--- config.mk ---
export PLATFORM = sky130hd
export DESIGN_NAME = mode_scheduler_flat
export DESIGN_NICKNAME = d
export VERILOG_FILES = /design/src/rtl/mode_scheduler_if.sv /design/src/rtl/mode_scheduler.sv /design/src/flat_wrapper.sv
export SDC_FILE = /design/constraint.sdc
export NUM_CORES = 1
export LEC_CHECK = 0
export ABC_AREA = 1
export CORE_MARGIN = 4
export CORE_UTILIZATION = 25
export DETAILED_ROUTE_END_ITERATION = 8
export PLACE_DENSITY_LB_ADDON = 0.12
export SETUP_SLACK_MARGIN = 0.2
export SYNTH_ARGS = -nofsm -noshare
export SYNTH_HDL_FRONTEND = slang
export SYNTH_SLANG_ARGS = --single-unit
--- constraint.sdc ---
create_clock -name clk -period 2.3 [get_ports clk]
set_input_delay 0.46 -clock clk [delete_from_list [all_inputs] [get_ports clk]]
set_output_delay 0.46 -clock clk [all_outputs]
set_load 0.02 [all_outputs]
--- src/rtl/mode_scheduler_if.sv ---
// Button, tick and alarm inputs plus all routed outputs of the mode scheduler.
interface mode_scheduler_if;
  logic       tick_1hz;
  logic       mode_p;
  logic       set_p;
  logic       up_p;
  logic       down_p;
  logic       next_p;
  logic       alarm_req;
  logic [1:0] st_mux;
  logic       edit;
  logic       ringing;
  logic       core_set;
  logic       core_up;
  logic       core_down;
  logic       stop_run;
  logic       stop_clear;
  logic       stop_lap;
  logic       stop_next;
  logic       alarm_set;
  logic       alarm_up;
  logic       alarm_down;
  logic       alarm_next;
  logic       snooze;
  logic       ring_clear;

  modport slave (
    input  tick_1hz, mode_p, set_p, up_p, down_p, next_p, alarm_req,
    output st_mux, edit, ringing,
    output core_set, core_up, core_down,
    output stop_run, stop_clear, stop_lap, stop_next,
    output alarm_set, alarm_up, alarm_down, alarm_next,
    output snooze, ring_clear
  );

  modport master (
    output tick_1hz, mode_p, set_p, up_p, down_p, next_p, alarm_req,
    input  st_mux, edit, ringing,
    input  core_set, core_up, core_down,
    input  stop_run, stop_clear, stop_lap, stop_next,
    input  alarm_set, alarm_up, alarm_down, alarm_next,
    input  snooze, ring_clear
  );
endinterface

--- src/rtl/mode_scheduler.sv ---
// Central mode controller: routes shared button pulses to one consumer,
// tracks display mode / edit lock, and pre-empts with a timed ring state.
module mode_scheduler #(
  parameter int unsigned RING_TICKS = 30
) (
  input logic             clk,
  input logic             rst,
  mode_scheduler_if.slave bus
);

  // State encoding doubles as the st_mux display select.
  typedef enum logic [1:0] {
    CLOCK = 2'b00,
    STOP  = 2'b01,
    ALARM = 2'b10,
    RING  = 2'b11
  } state_t;

  typedef struct packed {
    logic core_set;
    logic core_up;
    logic core_down;
    logic stop_run;
    logic stop_clear;
    logic stop_lap;
    logic stop_next;
    logic alarm_set;
    logic alarm_up;
    logic alarm_down;
    logic alarm_next;
    logic snooze;
    logic ring_clear;
  } pulse_t;

  localparam logic [7:0] RING_LAST = 8'(RING_TICKS - 1);

  state_t     state, state_n;
  state_t     saved, saved_n;
  logic       edit, edit_n;
  logic [7:0] cnt, cnt_n;
  logic       alarm_prev;
  pulse_t     pulses, pulses_n;
  logic       alarm_rise;
  logic       ring_next;
  logic       ring_down;

  assign alarm_rise = bus.alarm_req & ~alarm_prev;
  // In RING only next/down act, but higher-priority mode/set still consume the cycle.
  assign ring_next  = bus.next_p & ~bus.mode_p & ~bus.set_p;
  assign ring_down  = bus.down_p & ~bus.mode_p & ~bus.set_p & ~bus.next_p;

  // State, edit lock, ring counter and registered pulse outputs.
  always_ff @(posedge clk) begin
    if (rst) begin
      state      <= CLOCK;
      saved      <= CLOCK;
      edit       <= 1'b0;
      cnt        <= '0;
      alarm_prev <= 1'b1;
      pulses     <= '0;
    end else begin
      state      <= state_n;
      saved      <= saved_n;
      edit       <= edit_n;
      cnt        <= cnt_n;
      alarm_prev <= bus.alarm_req;
      pulses     <= pulses_n;
    end
  end

  // Next-state and pulse routing with strict single-pulse priority.
  always_comb begin
    state_n  = state;
    saved_n  = saved;
    edit_n   = edit;
    cnt_n    = cnt;
    pulses_n = '0;
    if (alarm_rise && state != RING) begin
      saved_n = state;
      edit_n  = 1'b0;
      cnt_n   = '0;
      state_n = RING;
    end else begin
      case (state)
        CLOCK: begin
          if (bus.mode_p) begin
            if (!edit) state_n = STOP;
          end else if (bus.set_p) begin
            edit_n            = ~edit;
            pulses_n.core_set = 1'b1;
          end else if (bus.next_p) begin
            pulses_n = '0;
          end else if (bus.down_p) begin
            pulses_n.core_down = edit;
          end else if (bus.up_p) begin
            pulses_n.core_up = edit;
          end
        end
        STOP: begin
          if (bus.mode_p) begin
            state_n = ALARM;
          end else if (bus.set_p) begin
            pulses_n.stop_run = 1'b1;
          end else if (bus.next_p) begin
            pulses_n.stop_next = 1'b1;
          end else if (bus.down_p) begin
            pulses_n.stop_lap = 1'b1;
          end else if (bus.up_p) begin
            pulses_n.stop_clear = 1'b1;
          end
        end
        ALARM: begin
          if (bus.mode_p) begin
            if (!edit) state_n = CLOCK;
          end else if (bus.set_p) begin
            edit_n             = ~edit;
            pulses_n.alarm_set = 1'b1;
          end else if (bus.next_p) begin
            pulses_n.alarm_next = 1'b1;
          end else if (bus.down_p) begin
            pulses_n.alarm_down = edit;
          end else if (bus.up_p) begin
            pulses_n.alarm_up = edit;
          end
        end
        default: begin
          if (bus.tick_1hz) cnt_n = cnt + 8'd1;
          if (ring_next) begin
            pulses_n.snooze = 1'b1;
            state_n         = saved;
            edit_n          = 1'b0;
          end else if (ring_down) begin
            pulses_n.ring_clear = 1'b1;
            state_n             = saved;
            edit_n              = 1'b0;
          end else if (bus.tick_1hz && cnt == RING_LAST) begin
            pulses_n.ring_clear = 1'b1;
            state_n             = saved;
            edit_n              = 1'b0;
          end
        end
      endcase
    end
  end

  assign bus.st_mux     = state;
  assign bus.edit       = edit;
  assign bus.ringing    = (state == RING);
  assign bus.core_set   = pulses.core_set;
  assign bus.core_up    = pulses.core_up;
  assign bus.core_down  = pulses.core_down;
  assign bus.stop_run   = pulses.stop_run;
  assign bus.stop_clear = pulses.stop_clear;
  assign bus.stop_lap   = pulses.stop_lap;
  assign bus.stop_next  = pulses.stop_next;
  assign bus.alarm_set  = pulses.alarm_set;
  assign bus.alarm_up   = pulses.alarm_up;
  assign bus.alarm_down = pulses.alarm_down;
  assign bus.alarm_next = pulses.alarm_next;
  assign bus.snooze     = pulses.snooze;
  assign bus.ring_clear = pulses.ring_clear;

endmodule

--- src/flat_wrapper.sv ---
// flat-port wrapper written by rule: the top's interface ports become plain ports
module mode_scheduler_flat 
#(
  parameter int unsigned RING_TICKS = 30
)
  (clk, rst, bus_tick_1hz, bus_mode_p, bus_set_p, bus_up_p, bus_down_p, bus_next_p, bus_alarm_req, bus_st_mux, bus_edit, bus_ringing, bus_core_set, bus_core_up, bus_core_down, bus_stop_run, bus_stop_clear, bus_stop_lap, bus_stop_next, bus_alarm_set, bus_alarm_up, bus_alarm_down, bus_alarm_next, bus_snooze, bus_ring_clear);
  mode_scheduler_if bus_i ();
  input logic clk;
  input logic rst;
  input wire logic [$bits(bus_i.tick_1hz)-1:0] bus_tick_1hz;
  input wire logic [$bits(bus_i.mode_p)-1:0] bus_mode_p;
  input wire logic [$bits(bus_i.set_p)-1:0] bus_set_p;
  input wire logic [$bits(bus_i.up_p)-1:0] bus_up_p;
  input wire logic [$bits(bus_i.down_p)-1:0] bus_down_p;
  input wire logic [$bits(bus_i.next_p)-1:0] bus_next_p;
  input wire logic [$bits(bus_i.alarm_req)-1:0] bus_alarm_req;
  output wire logic [$bits(bus_i.st_mux)-1:0] bus_st_mux;
  output wire logic [$bits(bus_i.edit)-1:0] bus_edit;
  output wire logic [$bits(bus_i.ringing)-1:0] bus_ringing;
  output wire logic [$bits(bus_i.core_set)-1:0] bus_core_set;
  output wire logic [$bits(bus_i.core_up)-1:0] bus_core_up;
  output wire logic [$bits(bus_i.core_down)-1:0] bus_core_down;
  output wire logic [$bits(bus_i.stop_run)-1:0] bus_stop_run;
  output wire logic [$bits(bus_i.stop_clear)-1:0] bus_stop_clear;
  output wire logic [$bits(bus_i.stop_lap)-1:0] bus_stop_lap;
  output wire logic [$bits(bus_i.stop_next)-1:0] bus_stop_next;
  output wire logic [$bits(bus_i.alarm_set)-1:0] bus_alarm_set;
  output wire logic [$bits(bus_i.alarm_up)-1:0] bus_alarm_up;
  output wire logic [$bits(bus_i.alarm_down)-1:0] bus_alarm_down;
  output wire logic [$bits(bus_i.alarm_next)-1:0] bus_alarm_next;
  output wire logic [$bits(bus_i.snooze)-1:0] bus_snooze;
  output wire logic [$bits(bus_i.ring_clear)-1:0] bus_ring_clear;
  assign bus_i.tick_1hz = bus_tick_1hz;
  assign bus_i.mode_p = bus_mode_p;
  assign bus_i.set_p = bus_set_p;
  assign bus_i.up_p = bus_up_p;
  assign bus_i.down_p = bus_down_p;
  assign bus_i.next_p = bus_next_p;
  assign bus_i.alarm_req = bus_alarm_req;
  assign bus_st_mux = bus_i.st_mux;
  assign bus_edit = bus_i.edit;
  assign bus_ringing = bus_i.ringing;
  assign bus_core_set = bus_i.core_set;
  assign bus_core_up = bus_i.core_up;
  assign bus_core_down = bus_i.core_down;
  assign bus_stop_run = bus_i.stop_run;
  assign bus_stop_clear = bus_i.stop_clear;
  assign bus_stop_lap = bus_i.stop_lap;
  assign bus_stop_next = bus_i.stop_next;
  assign bus_alarm_set = bus_i.alarm_set;
  assign bus_alarm_up = bus_i.alarm_up;
  assign bus_alarm_down = bus_i.alarm_down;
  assign bus_alarm_next = bus_i.alarm_next;
  assign bus_snooze = bus_i.snooze;
  assign bus_ring_clear = bus_i.ring_clear;
  mode_scheduler #(.RING_TICKS(RING_TICKS)) u_core (.clk(clk), .rst(rst), .bus(bus_i));
endmodule
==> summary.md <==
| Metric | Value |
|---|---|
| Status | `finished, final reports clean` |
| Final Max Slew Viols | `0` |
| Antenna cells | `0` |
| Initial drt markers | `38` |
| Hold crit path type | `register to register` |
| Die height | `80.5 um` |
| Layout fillers | `580` |
| Reg with most FFs | `u_core.cnt` |
| Yosys warns | `0` |
| TritonCTS Buffers | `3` |
| Post-Syn Area | `1310 um2` |
| Synth cell types | `26` |
| Syn Inst Count | `176` |
| Power Total | `1.26 mW` |
| Reg2reg end | `u_core.bus.core_set` |
| Crit path required time | `1840 ps` |
| Synth Register Bits | `27` |
| Dpl cells | `271` |
| Postcts setup bufs | `0` |
| Initial antenna violation count | `0` |
| Cell taking the most area after synthesis | `dfxtp_1` |
| Primary FF master, synth | `dfxtp_1` |
| CORE AREA | `5110 um2` |
| Synth Net Count | `192` |
| Placer Congestion | `0.726` |
| Least-Margin Pin Slew | `301 ps` |
| Clock Skew | `1.84 ps` |
| Clock Latency Late Sink | `270 ps` |
| Die area | `6470 um2` |
| Final period util | `0.805` |
| Synth async-reset ratio | `0` |
| Pre-CTS setup slack | `411 ps` |
| Area grow syn2layout | `29.9%` |
| Crit path cell chain | `clkdlybuf4s50_1` |
| PwrDens | `737 nW/um2` |
| CTS tree | `built` |
| Vias per inst | `4.02` |
| Worst Path Max Fanout | `6` |
| Post-synthesis area per instance | `7.46 um2` |
| Hold Path Sink | `u_core.cnt[1]` |
| Crit end category | `output pin` |
| Row cnt | `26` |
| Largest net degree at the start of global routing | `17` |
| CTS Buffer Depth | `2` |
| Aggregate negative setup slack | `0 ps` |
| Bufs and invs on worst path | `1` |
| Top cell type's share of synthesized area | `0.412` |
| Slew margin rel. | `0.799` |
| Clock sinks | `27` |
| Unrepaired setup endpoints after global routing | `false` |
| Fin Hold WS | `506 ps` |
| DR DRC count | `0` |
| First-pass GRT wire length | `4850 um` |
| I/O pins | `26` |
| Initial core utilization | `0.257` |
| Gr ovfl total | `0` |
| Commonest cells post-synth | `35 x nand2_1, 27 x dfxtp_1, 25 x nor2_1` |
| H-tree levels | `1` |
| Final worst slack | `448 ps` |
| Final Hold Fails | `0` |
| GRT Total Usage | `0.0969` |
| Vias in the first global route | `1024` |
| Critical path launch point type | `register` |
| Slowest stage delay, CP | `650 ps` |
| Synth top area cells | `dfxtp_1 41%, nand2_1 10%, nor2_1 7.1%` |
| Post-DP HPWL | `2370 um` |
| Hold buffer count at cts | `0` |
| Layout cells sized above 1 | `0.141` |
| Detailed-route wire length per cell | `10.5 um` |
| Reg clk slew, reported paths | `90 ps` |
| First-pass DRT Iterations | `4` |
| EDFF count, synth | `0` |
| Nets | `222` |
| Die width | `80.5 um` |
| Worst r2r src | `u_core.bus.st_mux[1]` |
| Worst R2R Path Depth | `7` |
| Min Tclk post-route | `1850 ps` |
| Leak pwr | `0.735 nW` |
| ANT nets after route | `0` |
| Worst Hold Launch | `u_core.cnt[1]` |
| Critical path class | `register to output pin` |
| Arrival time at the worst endpoint | `1390 ps` |
| Via count | `1106` |
| CP top delay family | `buffers and inverters` |
| Sequential-to-total area share from yosys stat | `0.412` |
| Max reg flops | `8` |
| Setup violations, final | `0` |
| Reg-to-reg setup timing slack | `660 ps` |
| Fmax | `0.540 GHz` |
| Most frequent cell after synthesis | `nand2_1` |
| Routed wire length | `2880 um` |
| IO Port Bufs | `25` |
| Maximum vdd ir drop | `499 uV` |
| Final std cells w/o fill | `275` |
| Max_cap viols | `0` |
| Hold path depth | `2` |
| Clock root buffer | `clkbuf_8` |
| Worst path slowest cell | `clkdlybuf4s50_1` |
[through the flow]
stage                     utilization  area [um2]
after floorplan                     -        1310
after global routing            0.334        1710
after detailed placement        0.324        1650
after CTS                       0.333        1700
final                           0.334        1710
after global placement          0.324        1650
[final cells by class]
type / instances / area (um2) / share of cell area
Clock inverter: 1 / 7.51 / 0.00440
Sequential cell: 27 / 542 / 0.318
Clock buffer: 3 / 41.3 / 0.0242
Multi-Input combinational cell: 121 / 666 / 0.390
Tap cell: 70 / 87.6 / 0.0514
Timing Repair Buffer: 26 / 260 / 0.153
Inverter: 27 / 101 / 0.0594
[cell usage in the layout (no fill, tap or decap), drive strengths merged, types with 2 or more instances in the layout]
cell | Yosys | layout
a21oi | 8 | 8
o21ai | 7 | 7
dfxtp | 27 | 27
clkbuf | 0 | 3
inv | 27 | 27
nor3 | 8 | 8
nor2 | 31 | 31
or2 | 2 | 2
ha | 7 | 7
nand3 | 10 | 10
nand2 | 39 | 39
nand4 | 4 | 4
clkdlybuf4s50 | 0 | 24
[where the power goes]
| group | leakage [nW] | internal (mW) | total, mW | switching, mW |
|---|---|---|---|---|
| combinational | 0.494 | 0.183 | 0.448 | 0.265 |
| sequential | 0.219 | 0.500 | 0.539 | 0.0391 |
| clock | 0.0217 | 0.123 | 0.270 | 0.147 |
[worst max-delay path by stage]
stage | start | endpoint | slack [ps] | cells past startpoint
after floorplan | u_core.bus.st_mux[0] | u_core.bus.st_mux[0] | 670 | 10
after global placement | bus_alarm_req | u_core.bus.alarm_set | 380 | 8
after detailed placement | bus_alarm_req | u_core.bus.alarm_down | 410 | 8
after CTS | u_core.bus.st_mux[1] | bus_ringing | 240 | 2
after global routing | u_core.bus.edit | bus_edit | 380 | 1
final | u_core.bus.edit | bus_edit | 450 | 1
[cell families (layout without fill, tap and decap cells)]
| family | after synthesis | count (layout) | synth area share |
|---|---|---|---|
| AO/OA/AOI/OAI | 16 | 16 | 0.0648 |
| XOR/XNOR | 1 | 1 | 0.00667 |
| adder cells (fa/ha/maj) | 7 | 7 | 0.0667 |
| buffers and inverters | 28 | 57 | 0.0810 |
| flip-flops | 27 | 27 | 0.412 |
| AND/OR/NAND/NOR | 97 | 97 | 0.369 |
[repair_timing]
| item | in CTS | in global routing |
|---|---|---|
| resized for setup | 1 | 1 |
| endpoints found under the setup margin | 1 | 1 |
| pin swaps | 0 | 0 |
[layer usage]
metal / global-route usage / share of wire / vias to the layer above
li1: - / - / 612
met1: 0.142 / 0.52 / 474
met2: 0.142 / 0.43 / 18
met3: 0.0247 / 0.038 / 2
met4: 0.0203 / 0.0083 / 0
met5: 0 / 0 / -
No activity file was read; power rests on OpenSTA's default activity.
